===== src/rtl/mc_pkg.sv =====
// rtl/mc_pkg.sv - state, opcode and select encodings shared by the multi-cycle control unit
package mc_pkg;

    typedef enum logic [2:0] {S_IF, S_ID, S_EX, S_MEM, S_WB, S_HALT} state_t;

    localparam logic [6:0] OP_LUI    = 7'b0110111;
    localparam logic [6:0] OP_AUIPC  = 7'b0010111;
    localparam logic [6:0] OP_JAL    = 7'b1101111;
    localparam logic [6:0] OP_JALR   = 7'b1100111;
    localparam logic [6:0] OP_BRANCH = 7'b1100011;
    localparam logic [6:0] OP_LOAD   = 7'b0000011;
    localparam logic [6:0] OP_STORE  = 7'b0100011;
    localparam logic [6:0] OP_IMM    = 7'b0010011;
    localparam logic [6:0] OP_REG    = 7'b0110011;
    localparam logic [6:0] OP_FENCE  = 7'b0001111;
    localparam logic [6:0] OP_SYSTEM = 7'b1110011;

    localparam logic [1:0] SRC_B_REG = 2'b00;
    localparam logic [1:0] SRC_B_IMM = 2'b01;

    localparam logic [1:0] ALU_ADD    = 2'b00;
    localparam logic [1:0] ALU_BRANCH = 2'b01;
    localparam logic [1:0] ALU_FUNC   = 2'b10;

    localparam logic [1:0] PC_PLUS4  = 2'b00;
    localparam logic [1:0] PC_ALUOUT = 2'b01;
    localparam logic [1:0] PC_ALU    = 2'b10;

    localparam logic [1:0] WB_ALU = 2'b00;
    localparam logic [1:0] WB_MDR = 2'b01;
    localparam logic [1:0] WB_PC4 = 2'b10;

    localparam logic [1:0] FAULT_NONE    = 2'b00;
    localparam logic [1:0] FAULT_TIMEOUT = 2'b01;
    localparam logic [1:0] FAULT_ILLEGAL = 2'b10;

    function automatic logic is_valid_opcode(input logic [6:0] op);
        case (op)
            OP_LUI, OP_AUIPC, OP_JAL, OP_JALR, OP_BRANCH, OP_LOAD,
            OP_STORE, OP_IMM, OP_REG, OP_FENCE, OP_SYSTEM: return 1'b1;
            default: return 1'b0;
        endcase
    endfunction

endpackage


===== src/rtl/mem_wait_timer.sv =====
// rtl/mem_wait_timer.sv - counts memory wait cycles and flags the cycle that reaches the limit
module mem_wait_timer #(
    parameter int MEM_TIMEOUT = 255
) (
    input  logic clk,
    input  logic reset,
    input  logic clear,
    input  logic count_en,
    output logic expired
);

    localparam int W = (MEM_TIMEOUT > 1) ? $clog2(MEM_TIMEOUT) : 1;
    localparam logic [W-1:0] LIMIT = W'((MEM_TIMEOUT > 0) ? MEM_TIMEOUT - 1 : 0);

    logic [W-1:0] count;

    always_ff @(posedge clk or negedge reset) begin
        if (!reset)
            count <= '0;
        else if (clear)
            count <= '0;
        else if (count_en)
            count <= count + W'(1);
    end

    // Fires in the cycle whose increment would reach MEM_TIMEOUT, so a ready in that cycle still wins.
    assign expired = (MEM_TIMEOUT != 0) && count_en && (count == LIMIT);

endmodule


===== src/rtl/multicycle_control_unit.sv =====
// rtl/multicycle_control_unit.sv - multi-cycle RV32I control FSM with timeout fault and perf counters
module multicycle_control_unit
    import mc_pkg::*;
#(
    parameter int MEM_TIMEOUT = 255,
    parameter int CNT_W       = 32
) (
    input  logic             clk,
    input  logic             reset,
    input  logic [6:0]       opcode,
    input  logic             halt_req,
    input  logic             mem_ready,
    input  logic             alu_bcond,
    output logic             pc_write,
    output logic             ir_write,
    output logic             iord,
    output logic             mem_req,
    output logic             mem_we,
    output logic             reg_write,
    output logic             alu_src_a,
    output logic [1:0]       alu_src_b,
    output logic [1:0]       alu_class,
    output logic [1:0]       pc_source,
    output logic [1:0]       wb_sel,
    output logic             is_halted,
    output logic             fault,
    output logic [1:0]       fault_cause,
    output logic [CNT_W-1:0] cycle_count,
    output logic [CNT_W-1:0] instret_count
);

    state_t     state;
    logic [1:0] cause;
    logic       in_mem_state, wait_clear, wait_en, expired, is_store, is_load;

    assign in_mem_state = (state == S_IF) || (state == S_MEM);
    assign wait_clear   = !in_mem_state || mem_ready;
    assign wait_en      = in_mem_state && !mem_ready;
    assign is_store     = (opcode == OP_STORE);
    assign is_load      = (opcode == OP_LOAD);

    mem_wait_timer #(.MEM_TIMEOUT(MEM_TIMEOUT)) u_wait_timer (
        .clk      (clk),
        .reset    (reset),
        .clear    (wait_clear),
        .count_en (wait_en),
        .expired  (expired)
    );

    always_ff @(posedge clk or negedge reset) begin
        if (!reset) begin
            state <= S_IF;
            cause <= FAULT_NONE;
        end else begin
            case (state)
                S_IF:
                    if (mem_ready) state <= S_ID;
                    else if (expired) begin
                        state <= S_HALT;
                        cause <= FAULT_TIMEOUT;
                    end
                S_ID:
                    if (opcode == OP_SYSTEM) state <= halt_req ? S_HALT : S_IF;
                    else if (!is_valid_opcode(opcode)) begin
                        state <= S_HALT;
                        cause <= FAULT_ILLEGAL;
                    end else state <= S_EX;
                S_EX:
                    case (opcode)
                        OP_LOAD, OP_STORE:                    state <= S_MEM;
                        OP_BRANCH, OP_JAL, OP_JALR, OP_FENCE: state <= S_IF;
                        default:                              state <= S_WB;
                    endcase
                S_MEM:
                    if (mem_ready) state <= is_store ? S_IF : S_WB;
                    else if (expired) begin
                        state <= S_HALT;
                        cause <= FAULT_TIMEOUT;
                    end
                S_WB:    state <= S_IF;
                default: state <= S_HALT;
            endcase
        end
    end

    // Everything is forced low while reset is held, even though the state already reads IF.
    always_comb begin
        pc_write  = 1'b0;
        ir_write  = 1'b0;
        iord      = 1'b0;
        mem_req   = 1'b0;
        mem_we    = 1'b0;
        reg_write = 1'b0;
        alu_src_a = 1'b0;
        alu_src_b = SRC_B_REG;
        alu_class = ALU_ADD;
        pc_source = PC_PLUS4;
        wb_sel    = WB_ALU;
        if (reset) begin
            case (state)
                S_IF: begin
                    mem_req  = 1'b1;
                    ir_write = mem_ready;
                end
                S_ID: begin
                    alu_src_b = SRC_B_IMM;
                    pc_write  = (opcode == OP_SYSTEM) && !halt_req;
                end
                S_EX:
                    case (opcode)
                        OP_REG: begin
                            alu_src_a = 1'b1;
                            alu_class = ALU_FUNC;
                        end
                        OP_IMM: begin
                            alu_src_a = 1'b1;
                            alu_src_b = SRC_B_IMM;
                            alu_class = ALU_FUNC;
                        end
                        OP_LOAD, OP_STORE, OP_LUI: begin
                            alu_src_a = 1'b1;
                            alu_src_b = SRC_B_IMM;
                        end
                        OP_AUIPC: alu_src_b = SRC_B_IMM;
                        OP_BRANCH: begin
                            alu_src_a = 1'b1;
                            alu_class = ALU_BRANCH;
                            pc_write  = 1'b1;
                            pc_source = alu_bcond ? PC_ALUOUT : PC_PLUS4;
                        end
                        OP_JAL: begin
                            pc_write  = 1'b1;
                            pc_source = PC_ALUOUT;
                            reg_write = 1'b1;
                            wb_sel    = WB_PC4;
                        end
                        OP_JALR: begin
                            alu_src_a = 1'b1;
                            alu_src_b = SRC_B_IMM;
                            pc_write  = 1'b1;
                            pc_source = PC_ALU;
                            reg_write = 1'b1;
                            wb_sel    = WB_PC4;
                        end
                        // FENCE is a no-op on this single-port core: just step the PC.
                        OP_FENCE: pc_write = 1'b1;
                        default: ;
                    endcase
                S_MEM: begin
                    mem_req  = 1'b1;
                    iord     = 1'b1;
                    mem_we   = is_store;
                    pc_write = is_store && mem_ready;
                end
                S_WB: begin
                    reg_write = 1'b1;
                    wb_sel    = is_load ? WB_MDR : WB_ALU;
                    pc_write  = 1'b1;
                end
                default: ;
            endcase
        end
    end

    always_ff @(posedge clk or negedge reset) begin
        if (!reset) begin
            cycle_count   <= '0;
            instret_count <= '0;
        end else if (state != S_HALT) begin
            cycle_count <= cycle_count + CNT_W'(1);
            if (pc_write) instret_count <= instret_count + CNT_W'(1);
        end
    end

    assign is_halted   = (state == S_HALT);
    assign fault       = (cause != FAULT_NONE);
    assign fault_cause = cause;

endmodule


===== config.mk =====
export PLATFORM = sky130hd
export DESIGN_NAME = multicycle_control_unit
export DESIGN_NICKNAME = d
export VERILOG_FILES = /design/src/rtl/mc_pkg.sv /design/src/rtl/mem_wait_timer.sv /design/src/rtl/multicycle_control_unit.sv
export SDC_FILE = /design/constraint.sdc
export NUM_CORES = 1
export LEC_CHECK = 0
export ABC_AREA = 1
export BUFFER_PORTS_ARGS = -buffer_cell sky130_fd_sc_hd__buf_2
export CAP_MARGIN = 30
export CORE_UTILIZATION = 50
export CTS_CLUSTER_DIAMETER = 50
export DETAILED_ROUTE_END_ITERATION = 8
export GPL_TIMING_DRIVEN = 0
export MAX_ROUTING_LAYER = met4
export PLACE_DENSITY = 0.77
export SYNTH_ARGS = -nofsm -noshare
export SYNTH_HDL_FRONTEND = slang
export SYNTH_SLANG_ARGS = --single-unit
export TNS_END_PERCENT = 20

===== constraint.sdc =====
create_clock -name clk -period 1.8 [get_ports clk]
set_input_delay 0.27 -clock clk [delete_from_list [all_inputs] [get_ports clk]]
set_output_delay 0.27 -clock clk [all_outputs]
set_load 0.03 [all_outputs]

==> flow_metrics.env, run 1 <==
export IMPL_grt_pass1_vias=4526
export IMPL_fillers=844
export IMPL_async_reset_ff_frac=1.00
export IMPL_port_buffers=93
export IMPL_grt_first_pass_wirelength_um=20800
export IMPL_die_w_um=102
export IMPL_start_util=0.527
export IMPL_grt_max_degree=55
export IMPL_hold_violations=0
export IMPL_maxCapViolations=0
export IMPL_rsz0062_at_grt="true"
export IMPL_drt_pass1_iterations=5
export IMPL_combPwrFrac=0.041
export IMPL_crit_chain="inv_2 -> nor3_4 -> inv_2 -> nor2_4 -> inv_2 -> a41oi_2 -> buf_6"
export IMPL_multi_input_area_um2=2850
export IMPL_switching_share=0.241
export IMPL_synth_area_per_cell_um2=6.76
export IMPL_peakVddDrop_mv=0.447
export IMPL_fin_nets=868
export IMPL_synthFlopType="dfrtp_1"
export IMPL_crit_top_cell="inv_2"
export IMPL_gp_congestion=0.932
export IMPL_outcome="finished with violations"
export IMPL_critPathMaxStageDelay_ns=0.39
export IMPL_setup_viol=12
export IMPL_num_rows=35
export IMPL_htree_levels=3
export IMPL_synth_fp_nets=750
export IMPL_cp_slowest_cell="dfrtp_1"
export IMPL_ys_seq_area_frac=0.388
export IMPL_cts_made_buffers=9
export IMPL_ant_nets=0
export IMPL_antenna_found_initial=0
export IMPL_tritoncts="yes"
export IMPL_worstPathRequired_ns=1.53
export IMPL_total_power_mw=3.09
export IMPL_drc=0
export IMPL_drt_wl_total_um=12500
export IMPL_crit_type="flip-flop to primary output"
export IMPL_netlist_instances=734
export IMPL_die_h_um=102
export IMPL_crit_path_end_kind="primary output"
export IMPL_pre_cts_ws_ns=-0.630
export IMPL_power_frac_seq=0.559
export IMPL_root_buffer="clkbuf_8"
export IMPL_leakagePower_nw=3.15
export IMPL_via_per_inst=5.11
export IMPL_path_max_fanout=4
export IMPL_synth_edff_count=0
export IMPL_routedWlPerCell_um=12.6
export IMPL_coreArea_um2=9420
export IMPL_p_int_mw=2.35
export IMPL_finalClockSkew_ns=0.0120
export IMPL_clockPowerShare=0.401
export IMPL_insertedDiodeCount=0
export IMPL_grt_remaining_overflow=0
export IMPL_maxClockFrequency_ghz=0.501
export IMPL_ys_types=32
export IMPL_timing_final_crit_share=1.11
export IMPL_ys_warn_count=0
export IMPL_io_pins=95
export IMPL_hold_path_class="input port to flip-flop"
export IMPL_post_route_util=0.652
export IMPL_period_needed_ns=1.99
export IMPL_final_common_cell="nand2_1"
export IMPL_area_delta_synth_final_pct=23.7
export IMPL_critical_path_startpoint_type="flip-flop"
export IMPL_layout_common_cells="nand2_1, nor2_1, buf_2"
export IMPL_layout_drive_gt1_share=0.216
export IMPL_p_switching_mw=0.745
export IMPL_grt_usage=0.261
export IMPL_arrival_ns=1.72
export IMPL_cts_sinks=77
export IMPL_final_max_slew_viol_count=0
export IMPL_clk_latency_ns=0.35
export IMPL_drt_initial_drc_count=358
export IMPL_dp_hpwl_um=9150
export IMPL_violations="negative setup slack"
export IMPL_num_vias=5034
export IMPL_powerDensity_nw_per_um2=504
export IMPL_seqCellArea_um2=1930
export IMPL_clk_pin_slew_ns=0.08
export IMPL_worst_path_buf_inv=4
export IMPL_synth_area_um2=4960
export IMPL_cts_max_path_buffers=2
export IMPL_ys_seq_elements=77
export IMPL_dieArea_um2=10300
export IMPL_fin_ws_ns=-0.195
export IMPL_rrSetupSlack_ns=0.10
export IMPL_cp_top_family="simple AND/OR/NAND/NOR gates"
worst register-to-register path, stage by stage (launching register included):
cell     delay (ns)
dfrtp_1        0.41
nand2_1        0.16
nor3b_4        0.32
nand2_1        0.08
nor2_1         0.18
nand2_1        0.10
nor2_2         0.15
nand2_1        0.07
nand2_1        0.07
nand2_1        0.05
cell families (layout without fill, tap and decap cells):
group | count (synthesis) | after routing | synth area share
xor+xnor | 42 | 42 | 0.0742
fa+ha+maj | 4 | 4 | 0.0101
buf+inv | 77 | 200 | 0.0663
compound gates | 18 | 18 | 0.0197
simple gates | 515 | 515 | 0.441
other cells | 1 | 1 | 0.000756
flops | 77 | 77 | 0.388
repair_timing:
action,in CTS,in global routing
buffers inserted,8,3
resized for setup,38,32
pin swaps,5,3
hold buffers,2,0
endpoints found under the setup margin,19,47
hold endpoints to repair,23,0
layout make-up:
type / count / share of cell area
tap: 129 / 0.0263
multi-input combinational: 580 / 0.464
inverter: 64 / 0.0398
timing repair buffer: 108 / 0.111
buffer: 12 / 0.0143
clock buffer: 12 / 0.0253
sequential: 77 / 0.315
clock inverter: 4 / 0.00489
stage by stage:
stage / std cells / TNS (ns) / hold WS, ns / area, um^2
after floorplan: 734 / -0.838 / -0.0256 / 4960
after global placement: 956 / -54.16 / 0.446 / 5590
after detailed placement: 957 / -6.45 / 0.206 / 5620
after CTS: 982 / -1.16 / 0.255 / 5990
after global routing: 986 / -2.72 / 0.300 / 6130
final: 986 / -1.59 / 0.265 / 6130
state kept, by name, summed over array words and instances (netlist names):
register            count
cycle_count            32
instret_count          32
state                   3
u_wait_timer.count      8
fault_cause             2
routing by layer:
metal | vias to the layer above | part of all wire | global-route usage
li1 | 2535 | - | -
met1 | 2287 | 0.45 | 0.350
met2 | 194 | 0.46 | 0.402
met3 | 18 | 0.070 | 0.0462
met4 | 0 | 0.016 | 0.0814
met5 | - | 0 | -
final timing paths:
| path | from | to | depth (start not counted) |
|---|---|---|---|
| hold / removal | mem_ready | u_wait_timer.count[2] | 4 |
| min in group asynchronous | reset | instret_count[7] | 2 |
| hold reg to reg | u_wait_timer.count[0] | u_wait_timer.count[0] | 1 |
| setup reg to reg | cycle_count[3] | cycle_count[19] | 9 |
| setup / recovery | state[1] | alu_src_a | 7 |
| max in group asynchronous | reset | state[2] | 3 |
Yosys cell counts (all sizes together) (3+ instances only):
master / n / area share
xor2: 33 / 0.058
nand4: 7 / 0.0088
clkbuf: 4 / 0.0030
nand2: 284 / 0.22
nand3b: 15 / 0.023
dfrtp: 77 / 0.39
nor2: 121 / 0.094
nor3: 17 / 0.019
nor4: 3 / 0.0038
o21ai: 10 / 0.010
xnor2: 9 / 0.016
buf: 9 / 0.015
a21oi: 5 / 0.0050
inv: 63 / 0.048
ha: 4 / 0.010
nand3: 65 / 0.068
power groups by stage:
stage          Sequential (mW)  Clock, mW  Combinational, mW
6_report                  1.73       1.24              0.125
5_1_grt                   1.73       1.35              0.140
4_1_cts                   1.73       1.28              0.124
3_5_place_dp              1.76          0              0.114
3_3_place_gp              1.76          0              0.103
2_1_floorplan             1.76          0             0.0411
(Power assumes the default switching activity.)
==> inputs of run 2 (changes only) <==
ABC_AREA = default   (was 1)
CTS_CLUSTER_SIZE = 28   (was default)
PLACE_DENSITY = 0.79   (was 0.77)
clock period = 2.5 ns   (was 1.8 ns; I/O delays follow)
==> run 2 against run 1 <==
  * The flow still finishes with violations (negative setup slack)
  * Non-clock buffer count down 13
  * Clock skew about the same
  * Critical path depth down 1
  * Sequential share of layout area up 8.1 points
  * Clock power down 30%
  * Register-to-register slack better by 0.04 ns
  * Critical endpoint is now pc_source[1]
  * Largest cell class unchanged
==> flow_metrics.env, run 2 <==
export IMPL_fillers=669
export IMPL_ys_types=47
export IMPL_place_area_um2=4630
export IMPL_drt_initial_drc_count=198
export IMPL_leakagePower_nw=2.42
export IMPL_clk_pin_slew_ns=0.08
export IMPL_grt_usage=0.241
export IMPL_synthFlopType="dfrtp_1"
export IMPL_final_common_cell="buf_2"
export IMPL_layout_drive_gt1_share=0.260
export IMPL_relSlewSlack=0.603
export IMPL_maxClockFrequency_ghz=0.384
export IMPL_layout_common_cells="buf_2, dfrtp_1, nor2_1"
export IMPL_tightestPinTransition_ns=0.591
export IMPL_drt_pass1_iterations=4
export IMPL_hold_path_class="input port to async pin"
export IMPL_hold_violations=0
export IMPL_cts_max_path_buffers=2
export IMPL_crit_type="flip-flop to primary output"
export IMPL_synth_common_cells="dfrtp_1, nor2_1, xor2_1"
export IMPL_via_per_inst=5.52
export IMPL_dieArea_um2=8400
export IMPL_finalClockSkew_ns=0.0125
export IMPL_htree_levels=3
export IMPL_cts_sinks=77
export IMPL_path_max_fanout=10
export IMPL_tritoncts="yes"
export IMPL_period_needed_ns=2.61
export IMPL_ys_seq_area_frac=0.479
export IMPL_netlist_instances=408
export IMPL_timing_final_crit_share=1.04
export IMPL_synth_fp_nets=424
export IMPL_grt_first_pass_wirelength_um=15800
export IMPL_peakVddDrop_mv=0.365
export IMPL_port_buffers=90
export IMPL_cts_made_buffers=9
export IMPL_outcome="finished with violations"
export IMPL_powerDensity_nw_per_um2=650
export IMPL_grt_max_degree=50
export IMPL_final_max_slew_viol_count=0
export IMPL_drt_wl_total_um=9220
export IMPL_root_buffer="clkbuf_8"
export IMPL_drc=0
export IMPL_yosysTopAreaCellShare=0.479
export IMPL_crit_path_end_kind="primary output"
export IMPL_violations="negative setup slack"
export IMPL_ys_seq_elements=77
export IMPL_critical_path_startpoint_type="flip-flop"
export IMPL_stdcell_area_um2=4860
export IMPL_worstPathRequired_ns=2.12
export IMPL_ys_warn_count=0
export IMPL_area_delta_synth_final_pct=21.0
export IMPL_num_rows=32
export IMPL_die_w_um=91.7
export IMPL_maxCapViolations=0
export IMPL_die_h_um=91.7
export IMPL_num_vias=3409
export IMPL_clk_latency_ns=0.35
export IMPL_fin_ws_ns=-0.106
export IMPL_grt_pass1_vias=3339
export IMPL_placedCellCount=601
export IMPL_synth_edff_count=0
export IMPL_setup_viol=2
export IMPL_stdcell_count=618
export IMPL_gp_congestion=0.864
export IMPL_synth_area_um2=4020
export IMPL_post_route_util=0.626
export IMPL_coreArea_um2=7770
export IMPL_synth_area_per_cell_um2=9.85
export IMPL_start_util=0.518
export IMPL_fin_nets=527
export IMPL_grt_remaining_overflow=0
export IMPL_fin_tns_setup_ns=-0.123
export IMPL_antenna_found_initial=0
export IMPL_arrival_ns=2.23
export IMPL_post_synth_top_count_cell="dfrtp_1"
export IMPL_async_reset_ff_frac=1.00
export IMPL_insertedDiodeCount=0
export IMPL_dp_hpwl_um=6520
export IMPL_rrSetupSlack_ns=0.14
export IMPL_total_power_mw=3.16
export IMPL_synth_area_leaders="dfrtp_1, xor2_1, xnor2_1"
export IMPL_ant_nets=0
export IMPL_yosys_area_top_type="dfrtp_1"
export IMPL_routedWlPerCell_um=14.9
export IMPL_rsz0062_at_grt="true"
export IMPL_io_pins=95
export IMPL_top_regs="cycle_count: 32 flops, instret_count: 32 flops, u_wait_timer.count: 8 flops"
-- run 2: cell types whose count changed after synthesis, moves of 9 or more --
cell      change
inv_2        -10
nand4_1      +14
nand3_1      -44
nand2_1     -243
and3_1        +9
xnor2_1      +24
nor4_1       +10
and4_1        +9
nor2_1       -73
inv_1        -42
nand3b_1     -13
nand2b_1     +13
-- run 2: stage by stage --
stage	hold WS, ns	setup slack [ns]
after global routing	0.0690	-0.180
after detailed placement	0.355	0.0792
after global placement	0.454	-0.988
final	0.0579	-0.106
after floorplan	0.0794	0.00590
after CTS	0.0536	0.0154
-- run 2: power by group --
group	leakage [nW]	total, mW	internal (mW)	switching [mW]
clock	0.0829	0.868	0.372	0.496
sequential	1.04	1.45	1.33	0.122
combinational	1.29	0.841	0.289	0.551
total	2.42	3.16	1.99	1.17
-- run 2: layer usage --
layer	part of all wire	vias up	global-route usage
met5	0	-	-
met4	0.013	0	0.0675
met3	0.045	14	0.0506
met2	0.49	102	0.388
met1	0.45	1660	0.311
li1	-	1633	-
-- run 2: worst paths after layout --
kind                                     end  cells past startpoint             from
max                             pc_source[1]                      6         state[0]
min                           fault_cause[0]                      2            reset
max reg2reg                instret_count[31]                      8         state[1]
min reg2reg                  cycle_count[31]                      1  cycle_count[31]
max in group asynchronous  instret_count[23]                      2            reset
min in group clk                    state[0]                      3        mem_ready
-- run 2: layout make-up --
class / instances / area [um^2] / share of cell area
Multi-Input combinational cell: 305 / 1980 / 0.408
Buffer: 14 / 80.1 / 0.0165
Sequential cell: 77 / 1930 / 0.396
Tap cell: 102 / 128 / 0.0262
Clock inverter: 7 / 57.6 / 0.0118
Timing Repair Buffer: 93 / 523 / 0.108
Clock buffer: 9 / 124 / 0.0255
Inverter: 11 / 41.3 / 0.00849
-- run 2: cell families (layout without fill, tap and decap cells) --
logic type,after synthesis,in the layout,synth area share
AOI/OAI and AO/OA,27,27,0.0470
xor gates and xnor gates,69,69,0.150
adders and majority gates,4,4,0.0124
buffers and inverters,26,134,0.0311
DFF,77,77,0.479
muxes,2,2,0.00560
other,1,1,0.000933
and+or+nand+nor,202,202,0.273
-- run 2: critical path, cell delays in order (launching register included) --
cell and delay [ns]:
dfrtp_1 0.40, buf_2 0.19, nand2b_1 0.22, or3_1 0.37, clkbuf_1 0.18, nor3_1 0.30
buf_4 0.23
-- run 2: timing repair --
item                       in CTS  in global routing
gates resized for setup         2                  6
hold endpoints to repair       28                  0
hold buffers                    1                  0
setup endpoints to repair       2                 14
buffers inserted                1                  0
pin swaps                       1                  1
==> inputs of run 3 (changes only) <==
REMOVE_ABC_BUFFERS = 1   (was default)
==> run 3 against run 2 <==
  * The flow now finishes without violations
  * Clock skew shrank 0.0043 ns
  * Die area stayed put
  * Sequential power up 3%
  * Via count hardly changed
  * Hold slack worse by 0.021 ns
  * Final area rose by 0.15%
==> flow_metrics.env, run 3 (synthesized netlist as in run 2, its figures left out) <==
export IMPL_outcome="completed"
export IMPL_worstPathRequired_ns=2.12
export IMPL_arrival_ns=2.07
export IMPL_grt_first_pass_wirelength_um=15100
export IMPL_tightestPinTransition_ns=0.585
export IMPL_cp_top_family="simple AND/OR/NAND/NOR gates"
export IMPL_cts_made_buffers=9
export IMPL_clk_latency_ns=0.36
export IMPL_combPwrFrac=0.251
export IMPL_rsz0062_at_grt="true"
export IMPL_maxClockFrequency_ghz=0.409
export IMPL_num_vias=3408
export IMPL_critical_path_startpoint_type="flip-flop"
export IMPL_routedWlPerCell_um=14.8
export IMPL_drc=0
export IMPL_clk_pin_slew_ns=0.08
export IMPL_relSlewSlack=0.610
export IMPL_grt_pass1_vias=3225
export IMPL_fin_tns_setup_ns=0
export IMPL_grt_busiest_layer="met2"
export IMPL_crit_path_end_kind="primary output"
export IMPL_top_regs="cycle_count: 32 flops, instret_count: 32 flops, u_wait_timer.count: 8 flops"
export IMPL_grt_max_degree=76
export IMPL_cts_sinks=77
export IMPL_root_buffer="clkbuf_8"
export IMPL_timing_final_crit_share=0.977
export IMPL_hold_path_class="input port to async pin"
export IMPL_peakVddDrop_mv=0.426
export IMPL_total_power_mw=3.29
export IMPL_use_met1=0.292
export IMPL_layout_common_cells="buf_2, dfrtp_1, nor2_1"
export IMPL_final_max_slew_viol_count=0
export IMPL_finalClockSkew_ns=0.00820
export IMPL_drt_wl_total_um=9030
export IMPL_layout_drive_gt1_share=0.264
export IMPL_path_max_fanout=12
export IMPL_dieArea_um2=8400
export IMPL_maxCapViolations=0
export IMPL_switching_share=0.352
export IMPL_fin_nets=519
export IMPL_global_route_usage_met2=0.372
export IMPL_post_route_util=0.627
export IMPL_reg2reg_depth=6
export IMPL_insertedDiodeCount=0
export IMPL_dp_hpwl_um=6160
export IMPL_io_pins=95
export IMPL_antenna_found_initial=0
export IMPL_ant_nets=0
export IMPL_drt_pass1_iterations=4
export IMPL_num_rows=32
export IMPL_via_per_inst=5.59
export IMPL_cts_max_path_buffers=2
export IMPL_port_buffers=93
export IMPL_grt_remaining_overflow=0
export IMPL_crit_chain="nor2_1 -> xnor2_1 -> and2_1 -> o21ai_4 -> inv_1 -> buf_4"
export IMPL_leakagePower_nw=2.43
export IMPL_area_delta_synth_final_pct=21.2
export IMPL_fillers=660
export IMPL_gp_congestion=0.883
export IMPL_use_met3=0.0406
export IMPL_grt_usage=0.232
export IMPL_period_needed_ns=2.44
export IMPL_drt_initial_drc_count=211
export IMPL_die_w_um=91.7
export IMPL_clockPowerShare=0.296
export IMPL_worst_path_buf_inv=2
export IMPL_tritoncts="yes"
export IMPL_critPathMaxStageDelay_ns=0.49
export IMPL_rrSetupSlack_ns=0.16
export IMPL_r2r_start="instret_count[7]"
export IMPL_final_common_cell="buf_2"
export IMPL_crit_type="flip-flop to primary output"
export IMPL_powerDensity_nw_per_um2=676
export IMPL_die_h_um=91.7
export IMPL_p_int_mw=2.13
export IMPL_power_frac_seq=0.452
export IMPL_setup_viol=0
export IMPL_cp_slowest_cell="dfrtp_2"
export IMPL_regToRegEndpoint="instret_count[24]"
export IMPL_coreArea_um2=7770
export IMPL_start_util=0.518
export IMPL_p_switching_mw=1.16
export IMPL_hold_violations=0
export IMPL_htree_levels=3
run 3: changes by cell type in the layout (fill, tap and decap cells not counted), sizes merged:
| cell | before | now |
|---|---|---|
| buf | 102 | 97 |
| bufinv | 0 | 1 |
| clkbuf | 14 | 10 |
| clkinv | 1 | 2 |
| clkinvlp | 3 | 2 |
| dlygate4sd3 | 0 | 1 |
| inv | 14 | 12 |
| o21ai | 6 | 7 |
run 3: metal layers:
layer | vias to the layer above | share of wire
met3 | 8 | 0.053
met4 | 0 | 0.010
met5 | - | 0
met2 | 109 | 0.50
li1 | 1616 | -
met1 | 1675 | 0.44
run 3: power by group through the flow:
stage | sequential, mW | clock (mW) | combinational (mW)
6_report | 1.49 | 0.976 | 0.828
5_1_grt | 1.51 | 1.04 | 0.893
4_1_cts | 1.48 | 0.991 | 0.775
3_5_place_dp | 1.51 | 0 | 0.744
3_3_place_gp | 1.50 | 0 | 0.727
2_1_floorplan | 1.61 | 0 | 0.384
run 3: cell type report:
type                       instances  area [um^2]  area share
timing repair buffer              98          533       0.109
inverter                          11         41.3     0.00848
tap                              102          128      0.0262
clock inverter                     6         71.3      0.0146
multi-input combinational        306         2030       0.417
clock buffer                      10          138      0.0283
sequential                        77         1930       0.396
run 3: per-stage QoR:
stage               hold WS (ns)  area, um^2  cells  worst slack [ns]
global placement           0.453        4530    588             -1.04
CTS                       0.0705        4830    607           0.00250
floorplan                 0.0794        3940    393            -0.487
detailed placement         0.217        4560    589            -0.267
finish                    0.0364        4870    610            0.0569
global route              0.0860        4870    610           -0.0457
run 3: worst max-delay path by stage:
stage | slack [ns] | depth (start not counted) | end | startpoint
global route | -0.05 | 6 | instret_count[24] | instret_count[6]
CTS | 0.003 | 6 | pc_write | state[2]
detailed placement | -0.27 | 8 | pc_write | reset
finish | 0.06 | 6 | pc_write | state[0]
floorplan | -0.49 | 3 | pc_source[0] | state[0]
global placement | -1.04 | 7 | pc_write | reset
run 3: repair_timing:
action,CTS,global route
setup endpoints to repair,11,10
gates resized for setup,9,5
cloned,1,0
hold buffers,1,0
pin swaps,2,3
hold endpoints to repair,7,0
setup buffers,0,3
